`config.mk`:
```
export PLATFORM = sky130hd
export DESIGN_NAME = voice_allocator
export DESIGN_NICKNAME = d
export VERILOG_FILES = /design/src/rtl/voice_allocator.sv
export SDC_FILE = /design/constraint.sdc
export NUM_CORES = 1
export LEC_CHECK = 0
export ABC_AREA = 1
export BUFFER_PORTS_ARGS = -buffer_cell sky130_fd_sc_hd__buf_2
export CORE_MARGIN = 4
export CORE_UTILIZATION = 41
export DETAILED_ROUTE_END_ITERATION = 8
export PLACE_DENSITY_LB_ADDON = 0.2
export SLEW_MARGIN = 25
export SYNTH_ARGS = -nofsm -noshare
export SYNTH_HDL_FRONTEND = slang
export SYNTH_SLANG_ARGS = --single-unit
```
`constraint.sdc`:
```
create_clock -name clk_in -period 26.1 [get_ports clk_in]
set_input_delay 5.22 -clock clk_in [delete_from_list [all_inputs] [get_ports clk_in]]
set_output_delay 5.22 -clock clk_in [all_outputs]
set_load 0.02 [all_outputs]
```
`src/rtl/voice_allocator.sv`:
```
// Polyphonic voice allocator: assigns note events to a voice table and
// streams the table one slot per cycle on every sample tick.
module voice_allocator #(
    parameter int unsigned NUM_VOICES = 8,
    parameter int unsigned NOTE_BITS  = 7,
    parameter int unsigned AGE_BITS   = 16
) (
    input  logic                            clk_in,
    input  logic                            rst_in,
    input  logic                            note_valid_in,
    output logic                            note_ready_out,
    input  logic                            note_on_in,
    input  logic [NOTE_BITS-1:0]            note_in,
    input  logic                            sample_tick_in,
    output logic                            slot_valid_out,
    output logic [$clog2(NUM_VOICES)-1:0]   slot_voice_out,
    output logic [NOTE_BITS-1:0]            slot_note_out,
    output logic                            slot_active_out,
    output logic                            slot_last_out,
    output logic [$clog2(NUM_VOICES):0]     active_count_out,
    output logic                            steal_out,
    output logic                            overrun_out
);

    localparam int unsigned IDX_W = $clog2(NUM_VOICES);
    localparam int unsigned CNT_W = IDX_W + 1;
    localparam logic [IDX_W-1:0] LAST_IDX = IDX_W'(NUM_VOICES - 1);

    typedef enum logic [1:0] {
        ST_IDLE,
        ST_SEARCH,
        ST_COMMIT
    } state_e;

    state_e state_q, state_d;
    logic   ready_q, ready_d;
    logic   ev_on_q, ev_on_d;
    logic [NOTE_BITS-1:0] ev_note_q, ev_note_d;
    logic [IDX_W-1:0]     search_idx_q, search_idx_d;

    logic                 match_found_q, match_found_d;
    logic [IDX_W-1:0]     match_idx_q, match_idx_d;
    logic                 free_found_q, free_found_d;
    logic [IDX_W-1:0]     free_idx_q, free_idx_d;
    logic [IDX_W-1:0]     old_idx_q, old_idx_d;
    logic [AGE_BITS-1:0]  old_age_q, old_age_d;

    logic [NUM_VOICES-1:0]                active_q, active_d;
    logic [NUM_VOICES-1:0][NOTE_BITS-1:0] note_q, note_d;
    logic [NUM_VOICES-1:0][AGE_BITS-1:0]  stamp_q, stamp_d;
    logic [AGE_BITS-1:0]                  age_q, age_d;
    logic [CNT_W-1:0]                     count_q, count_d;
    logic                                 steal_q, steal_d;

    logic                 slot_valid_q, slot_valid_d;
    logic [IDX_W-1:0]     slot_voice_q, slot_voice_d;
    logic [NOTE_BITS-1:0] slot_note_q, slot_note_d;
    logic                 slot_active_q, slot_active_d;
    logic                 slot_last_q, slot_last_d;
    logic                 overrun_q, overrun_d;

    logic [AGE_BITS-1:0]  cur_age;
    logic [IDX_W-1:0]     tgt_idx;

    // Event FSM: linear search over the table, then a single-cycle commit.
    always_comb begin
        state_d       = state_q;
        ready_d       = ready_q;
        ev_on_d       = ev_on_q;
        ev_note_d     = ev_note_q;
        search_idx_d  = search_idx_q;
        match_found_d = match_found_q;
        match_idx_d   = match_idx_q;
        free_found_d  = free_found_q;
        free_idx_d    = free_idx_q;
        old_idx_d     = old_idx_q;
        old_age_d     = old_age_q;
        active_d      = active_q;
        note_d        = note_q;
        stamp_d       = stamp_q;
        age_d         = age_q;
        steal_d       = 1'b0;
        tgt_idx       = '0;
        cur_age       = age_q - stamp_q[search_idx_q];

        case (state_q)
            ST_IDLE: begin
                ready_d = 1'b1;
                if (note_valid_in && ready_q) begin
                    ready_d      = 1'b0;
                    ev_on_d      = note_on_in;
                    ev_note_d    = note_in;
                    search_idx_d = '0;
                    state_d      = ST_SEARCH;
                end
            end
            ST_SEARCH: begin
                if (search_idx_q == '0) begin
                    match_found_d = 1'b0;
                    match_idx_d   = '0;
                    free_found_d  = 1'b0;
                    free_idx_d    = '0;
                    old_idx_d     = '0;
                    old_age_d     = cur_age;
                end else if (cur_age > old_age_q) begin
                    old_idx_d = search_idx_q;
                    old_age_d = cur_age;
                end
                if (!match_found_d && active_q[search_idx_q] &&
                    (note_q[search_idx_q] == ev_note_q)) begin
                    match_found_d = 1'b1;
                    match_idx_d   = search_idx_q;
                end
                if (!free_found_d && !active_q[search_idx_q]) begin
                    free_found_d = 1'b1;
                    free_idx_d   = search_idx_q;
                end
                if (search_idx_q == LAST_IDX) begin
                    state_d = ST_COMMIT;
                    // Registered so the pulse lines up with the commit cycle.
                    steal_d = ev_on_q && !match_found_d && !free_found_d;
                end else begin
                    search_idx_d = search_idx_q + IDX_W'(1);
                end
            end
            ST_COMMIT: begin
                if (ev_on_q) begin
                    if (match_found_q) begin
                        tgt_idx = match_idx_q;
                    end else if (free_found_q) begin
                        tgt_idx = free_idx_q;
                    end else begin
                        tgt_idx = old_idx_q;
                    end
                    active_d[tgt_idx] = 1'b1;
                    note_d[tgt_idx]   = ev_note_q;
                    stamp_d[tgt_idx]  = age_q;
                    age_d             = age_q + AGE_BITS'(1);
                end else if (match_found_q) begin
                    active_d[match_idx_q] = 1'b0;
                end
                ready_d = 1'b1;
                state_d = ST_IDLE;
            end
            default: begin
                state_d = ST_IDLE;
                ready_d = 1'b1;
            end
        endcase

        count_d = '0;
        for (int unsigned i = 0; i < NUM_VOICES; i++) begin
            count_d = count_d + CNT_W'(active_d[i]);
        end
    end

    // Scan sequencer; slot data samples the next-state table so a commit is
    // visible in the very next emitted slot.
    always_comb begin
        slot_valid_d = slot_valid_q;
        slot_voice_d = slot_voice_q;
        slot_last_d  = slot_last_q;
        overrun_d    = sample_tick_in && slot_valid_q;

        if (slot_valid_q) begin
            if (slot_last_q) begin
                slot_valid_d = 1'b0;
                slot_last_d  = 1'b0;
            end else begin
                slot_voice_d = slot_voice_q + IDX_W'(1);
                slot_last_d  = ((slot_voice_q + IDX_W'(1)) == LAST_IDX);
            end
        end else if (sample_tick_in) begin
            slot_valid_d = 1'b1;
            slot_voice_d = '0;
            slot_last_d  = 1'b0;
        end

        slot_active_d = slot_valid_d && active_d[slot_voice_d];
        slot_note_d   = slot_valid_d ? note_d[slot_voice_d] : '0;
    end

    always_ff @(posedge clk_in or posedge rst_in) begin
        if (rst_in) begin
            state_q       <= ST_IDLE;
            ready_q       <= 1'b1;
            ev_on_q       <= 1'b0;
            ev_note_q     <= '0;
            search_idx_q  <= '0;
            match_found_q <= 1'b0;
            match_idx_q   <= '0;
            free_found_q  <= 1'b0;
            free_idx_q    <= '0;
            old_idx_q     <= '0;
            old_age_q     <= '0;
            active_q      <= '0;
            note_q        <= '0;
            stamp_q       <= '0;
            age_q         <= '0;
            count_q       <= '0;
            steal_q       <= 1'b0;
            slot_valid_q  <= 1'b0;
            slot_voice_q  <= '0;
            slot_note_q   <= '0;
            slot_active_q <= 1'b0;
            slot_last_q   <= 1'b0;
            overrun_q     <= 1'b0;
        end else begin
            state_q       <= state_d;
            ready_q       <= ready_d;
            ev_on_q       <= ev_on_d;
            ev_note_q     <= ev_note_d;
            search_idx_q  <= search_idx_d;
            match_found_q <= match_found_d;
            match_idx_q   <= match_idx_d;
            free_found_q  <= free_found_d;
            free_idx_q    <= free_idx_d;
            old_idx_q     <= old_idx_d;
            old_age_q     <= old_age_d;
            active_q      <= active_d;
            note_q        <= note_d;
            stamp_q       <= stamp_d;
            age_q         <= age_d;
            count_q       <= count_d;
            steal_q       <= steal_d;
            slot_valid_q  <= slot_valid_d;
            slot_voice_q  <= slot_voice_d;
            slot_note_q   <= slot_note_d;
            slot_active_q <= slot_active_d;
            slot_last_q   <= slot_last_d;
            overrun_q     <= overrun_d;
        end
    end

    assign note_ready_out   = ready_q;
    assign slot_valid_out   = slot_valid_q;
    assign slot_voice_out   = slot_voice_q;
    assign slot_note_out    = slot_note_q;
    assign slot_active_out  = slot_active_q;
    assign slot_last_out    = slot_last_q;
    assign active_count_out = count_q;
    assign steal_out        = steal_q;
    assign overrun_out      = overrun_q;

endmodule
```
==> results.txt <==
----------------------------------------------------
[Hold path]
  Worst hold path type ... flip-flop to flip-flop
  Worst Hold Path Cells ... 2
  Min-delay src ... stamp_q[45]

[Setup path]
  R2R setup slack ... a little under 20 ns
  Stages on worst setup path ... 4
  Top fanout value on the critical path ... about 120
  Critical path class ... input port to async pin
  Last element of the critical path ... stamp_q[47]
  Crit path DAT ... approximately 7.5 ns
  Depth of the worst register-to-register path ... 22
  Critical path launch point type ... input port
  First element of the critical path ... rst_in
  Stage delay of the slowest cell on the critical path ... roughly 0.82 ns
  Cell type of the slowest stage on the worst timing path ... sky130_fd_sc_hd__buf_4
  Sort of element at the end of the critical path ... async pin
  Startpoint of the worst register-to-register path ... search_idx_q[0]
  Critical R2R Capture ... old_idx_q[1]
  WP data required ... between 20 and 30 ns
  Cells traversed along the worst timing path ... buf_2 -> inv_8 -> buf_6 -> buf_4
  CP delay by family, top ... buffers and inverters
  Number of buffer and inverter instances along the worst setup path ... 4

[Power]
  Proportion of power drawn by flip-flops and latches ... roughly 29%
  Combinational cell fraction of total power ... 48.2%
  Pint ... between 1 and 1.5 mW
  Clock network fraction of design power ... a little under a quarter
  Sw frac ... between 40 and 50%
  Maximum vdd drop ... a little over 0.06 mV
  Power density over the cells ... about 120 nW/um^2
  Leakage power of the design ... approximately 7.7 nW
  NetSw ... about 840 uW

[Routing]
  Antenna viol nets, final ... 0
  Routed via count divided by cell count ... ~5.3
  # DRC ... 0
  Vias post-DR ... approximately 12000
  Iteration-0 DRC Markers ... 1085
  Routed wire length ... about 40 mm
  Wire length per cell after detailed routing ... 17.7 um
  Initial DRT Pass Iterations ... 5

[Global route]
  Via count of the first global-routing pass ... approximately 12000
  Largest net degree at the start of global routing ... between 100 and 150
  Wire length of the first global-routing pass ... about 64 mm
  Gr ovfl total ... 0
  Number of antenna violations at the first check in global routing ... 0
  GRT Total Usage ... a little over a fifth

[Logic synthesis]
  Fraction of post-synthesis cell area in the top cell type by area ... 47.6%
  FFs w/ async S/R, synth ... between 90% and 100%
  Post-Synthesis Cells ... approximately 1800
  Number of flops mapped to enable cells by yosys ... 0
  Share of the yosys chip area belonging to registers ... a little under half
  Number of nets in the synthesized netlist ... around 1800
  Yosys warning total ... 0
  Predominant post-synthesis flop cell ... sky130_fd_sc_hd__dfrtp_1
  Cell taking the most area after synthesis ... sky130_fd_sc_hd__dfrtp_1
  Most used standard cell by instance count after synthesis ... sky130_fd_sc_hd__nand2_1
  Synth unique cells ... 44
  Top cells by area in the synthesized netlist ... sky130_fd_sc_hd__dfrtp_1 (48%), sky130_fd_sc_hd__nand2_1 (13%), sky130_fd_sc_hd__o21ai_0 (9.0%)
  Combined area of all synthesized cells ... ~14000 sq um
  Leading cell types by count after synthesis ... sky130_fd_sc_hd__nand2_1 (483), sky130_fd_sc_hd__dfrtp_1 (267), sky130_fd_sc_hd__o21ai_0 (251), sky130_fd_sc_hd__nand3_1 (173), sky130_fd_sc_hd__nor2_1 (142)
  Register bit total from synthesis ... around 270
  Mean area per synthesized cell ... a little under 8 sq um

[Clock network]
  Clk buf depth ... 3
  CTS Sinks ... 268
  Root buf cell ... sky130_fd_sc_hd__clkbuf_16
  Clock buffer count from CTS ... 30
  Hold buffer count at CTS ... 0
  Setup Buffers After CTS ... 0
  Latest clock arrival within the worst-skew pair ... between 0.5 and 0.6 ns
  CTS H-tree depth ... 1
  CTS clk-pin slew, worst paths ... approximately 0.060 ns
  CTS resizes ... 0
  Clock tree from TritonCTS ... done

[Status]
  Result of the run ... finished, final reports clean

[Die]
  Starting density of the core ... a little over two fifths
  Horizontal extent of the die ... roughly 190 um
  Std-Cell Rows ... 67
  Die span in y ... between 150 and 200 um
  Core Region ... 33600 sq um
  Die area ... 37300 sq um
  Number of ports placed on the die boundary ... 32

[Place]
  I/O Buffers ... 31
  Estimated wirelength of the detail-placed design ... 23.8 mm
  Global placement routability congestion ... 0.846

[STA]
  Final min period ... roughly 6.9 ns
  Total negative slack for setup checks ... 0 ns
  Transition at the pin with the smallest max-transition slack ... roughly 1 ns
  Top achievable clock speed ... 145 MHz
  Fin. Hold Viols ... 0
  Total count of max-transition violations in the final report ... 0
  Post-route fraction of the period consumed by the critical path ... between 20% and 30%
  Setup repair after global routing missed its margin ... false
  Max-slew headroom ... 32.6%
  Hold Slack ... ~0.48 ns
  Worst clock skew on the final layout ... about 0.014 ns
  Count of final setup violators ... 0

[Job]
  Max-cap violations ... 0

[Finish]
  Final core occ ... approximately 46%
  Final nets ... 1820
  Synth-to-Final Area Change ... 10.2%
  Antenna diode instance count ... 0
  Share of post-route cells with drive strength above 1 ... just over 8%
  Number of filler cells placed in the layout ... between 3000 and 4000

----------------------------------------------------
[worst reg2reg max path: cells and delay by family, from the launching register on]
kind,cells,cell delay [ns]
AOI/OAI and AO/OA,9,1.69
xor gates and xnor gates,1,0.29
and+or+nand+nor,6,1.44
DFF,1,0.71
buffers and inverters,4,1.66
adders and majority gates,2,0.62
[how the worst min path moves through the flow]
stage	to
floorplan	stamp_q[111]
global placement	stamp_q[26]
detailed placement	stamp_q[88]
CTS	stamp_q[88]
global route	stamp_q[83]
finish	stamp_q[45]
[per-layer routing]
metal	vias to the layer above	share of wire [%]	global-route usage (%)
li1	5778	-	-
met1	5603	50	34.2
met2	365	41	31.3
met3	57	7.1	3.58
met4	0	1.6	4.28
met5	-	0	0
[power groups by stage]
| stage | registers, mW | clock network [mW] | logic, mW |
|---|---|---|---|
| 6_report | 0.531 | 0.430 | 0.892 |
| 5_1_grt | 0.537 | 0.453 | 1.02 |
| 4_1_cts | 0.529 | 0.437 | 0.887 |
| 3_5_place_dp | 0.535 | 0 | 0.884 |
| 3_3_place_gp | 0.535 | 0 | 0.877 |
| 2_1_floorplan | 0.511 | 0 | 0.671 |
[cell families after synthesis]
kind of cell	synth area share (%)
compound gates	13.7
xor+xnor	1.87
fa+ha+maj	4.28
buf+inv	6.95
flops	47.8
simple gates	25.4
[per-stage QoR]
step | setup WS [ns] | instance area (sq um) | power (mW) | std cells
floorplan | 13.50 | 14000 | 1.18 | 1777
global placement | 18.15 | 14500 | 1.41 | 2179
detailed placement | 18.13 | 14500 | 1.42 | 2179
CTS | 18.72 | 15500 | 1.85 | 2231
global route | 18.72 | 15500 | 2.01 | 2231
finish | 19.20 | 15500 | 1.85 | 2231
[cell type report]
cell class	instances	area (sq um)	share of cell area, %
Sequential cell	268	6710	43.4
Multi-Input combinational cell	1269	6350	41.1
Clock buffer	47	926	5.99
Inverter	148	563	3.64
Tap cell	448	561	3.62
Timing Repair Buffer	46	272	1.76
Clock inverter	5	75.1	0.485
[sequential cells by signal, indices dropped and copies added (netlist names), 2 cells and up]
signal and count:
ev_note_q 7, active_count_out 4, free_idx_q 3, old_idx_q 3, slot_note_out 7, active_q 8, stamp_q 128, age_q 16
state_q 2, search_idx_q 3, match_idx_q 3, old_age_q 16, note_q 56, slot_voice_out 3
[layout by cell type (no fill, tap or decap), types with 3 or more instances in the layout]
cell type,count
sky130_fd_sc_hd__clkbuf_1,7
sky130_fd_sc_hd__nor3_1,7
sky130_fd_sc_hd__o211ai_1,4
sky130_fd_sc_hd__nand3b_1,4
sky130_fd_sc_hd__fa_1,5
sky130_fd_sc_hd__o21ai_0,251
sky130_fd_sc_hd__dfrtp_1,265
sky130_fd_sc_hd__xnor2_1,5
sky130_fd_sc_hd__buf_2,31
sky130_fd_sc_hd__inv_2,9
sky130_fd_sc_hd__xor2_1,25
sky130_fd_sc_hd__nand3_1,173
sky130_fd_sc_hd__o221ai_1,14
sky130_fd_sc_hd__nand2_4,3
sky130_fd_sc_hd__a21oi_1,30
sky130_fd_sc_hd__nand2_2,15
sky130_fd_sc_hd__o21ai_1,10
sky130_fd_sc_hd__clkbuf_16,31
sky130_fd_sc_hd__o22ai_1,19
sky130_fd_sc_hd__nor2_1,142
sky130_fd_sc_hd__o21ai_2,9
sky130_fd_sc_hd__buf_4,14
sky130_fd_sc_hd__nand3_2,4
sky130_fd_sc_hd__nand2_1,483
sky130_fd_sc_hd__nand4_1,4
sky130_fd_sc_hd__inv_1,136
sky130_fd_sc_hd__ha_1,40
sky130_fd_sc_hd__o21bai_1,3
sky130_fd_sc_hd__clkinv_2,3
sky130_fd_sc_hd__clkbuf_8,9
Note: power is estimated with default switching activity, not from simulation.
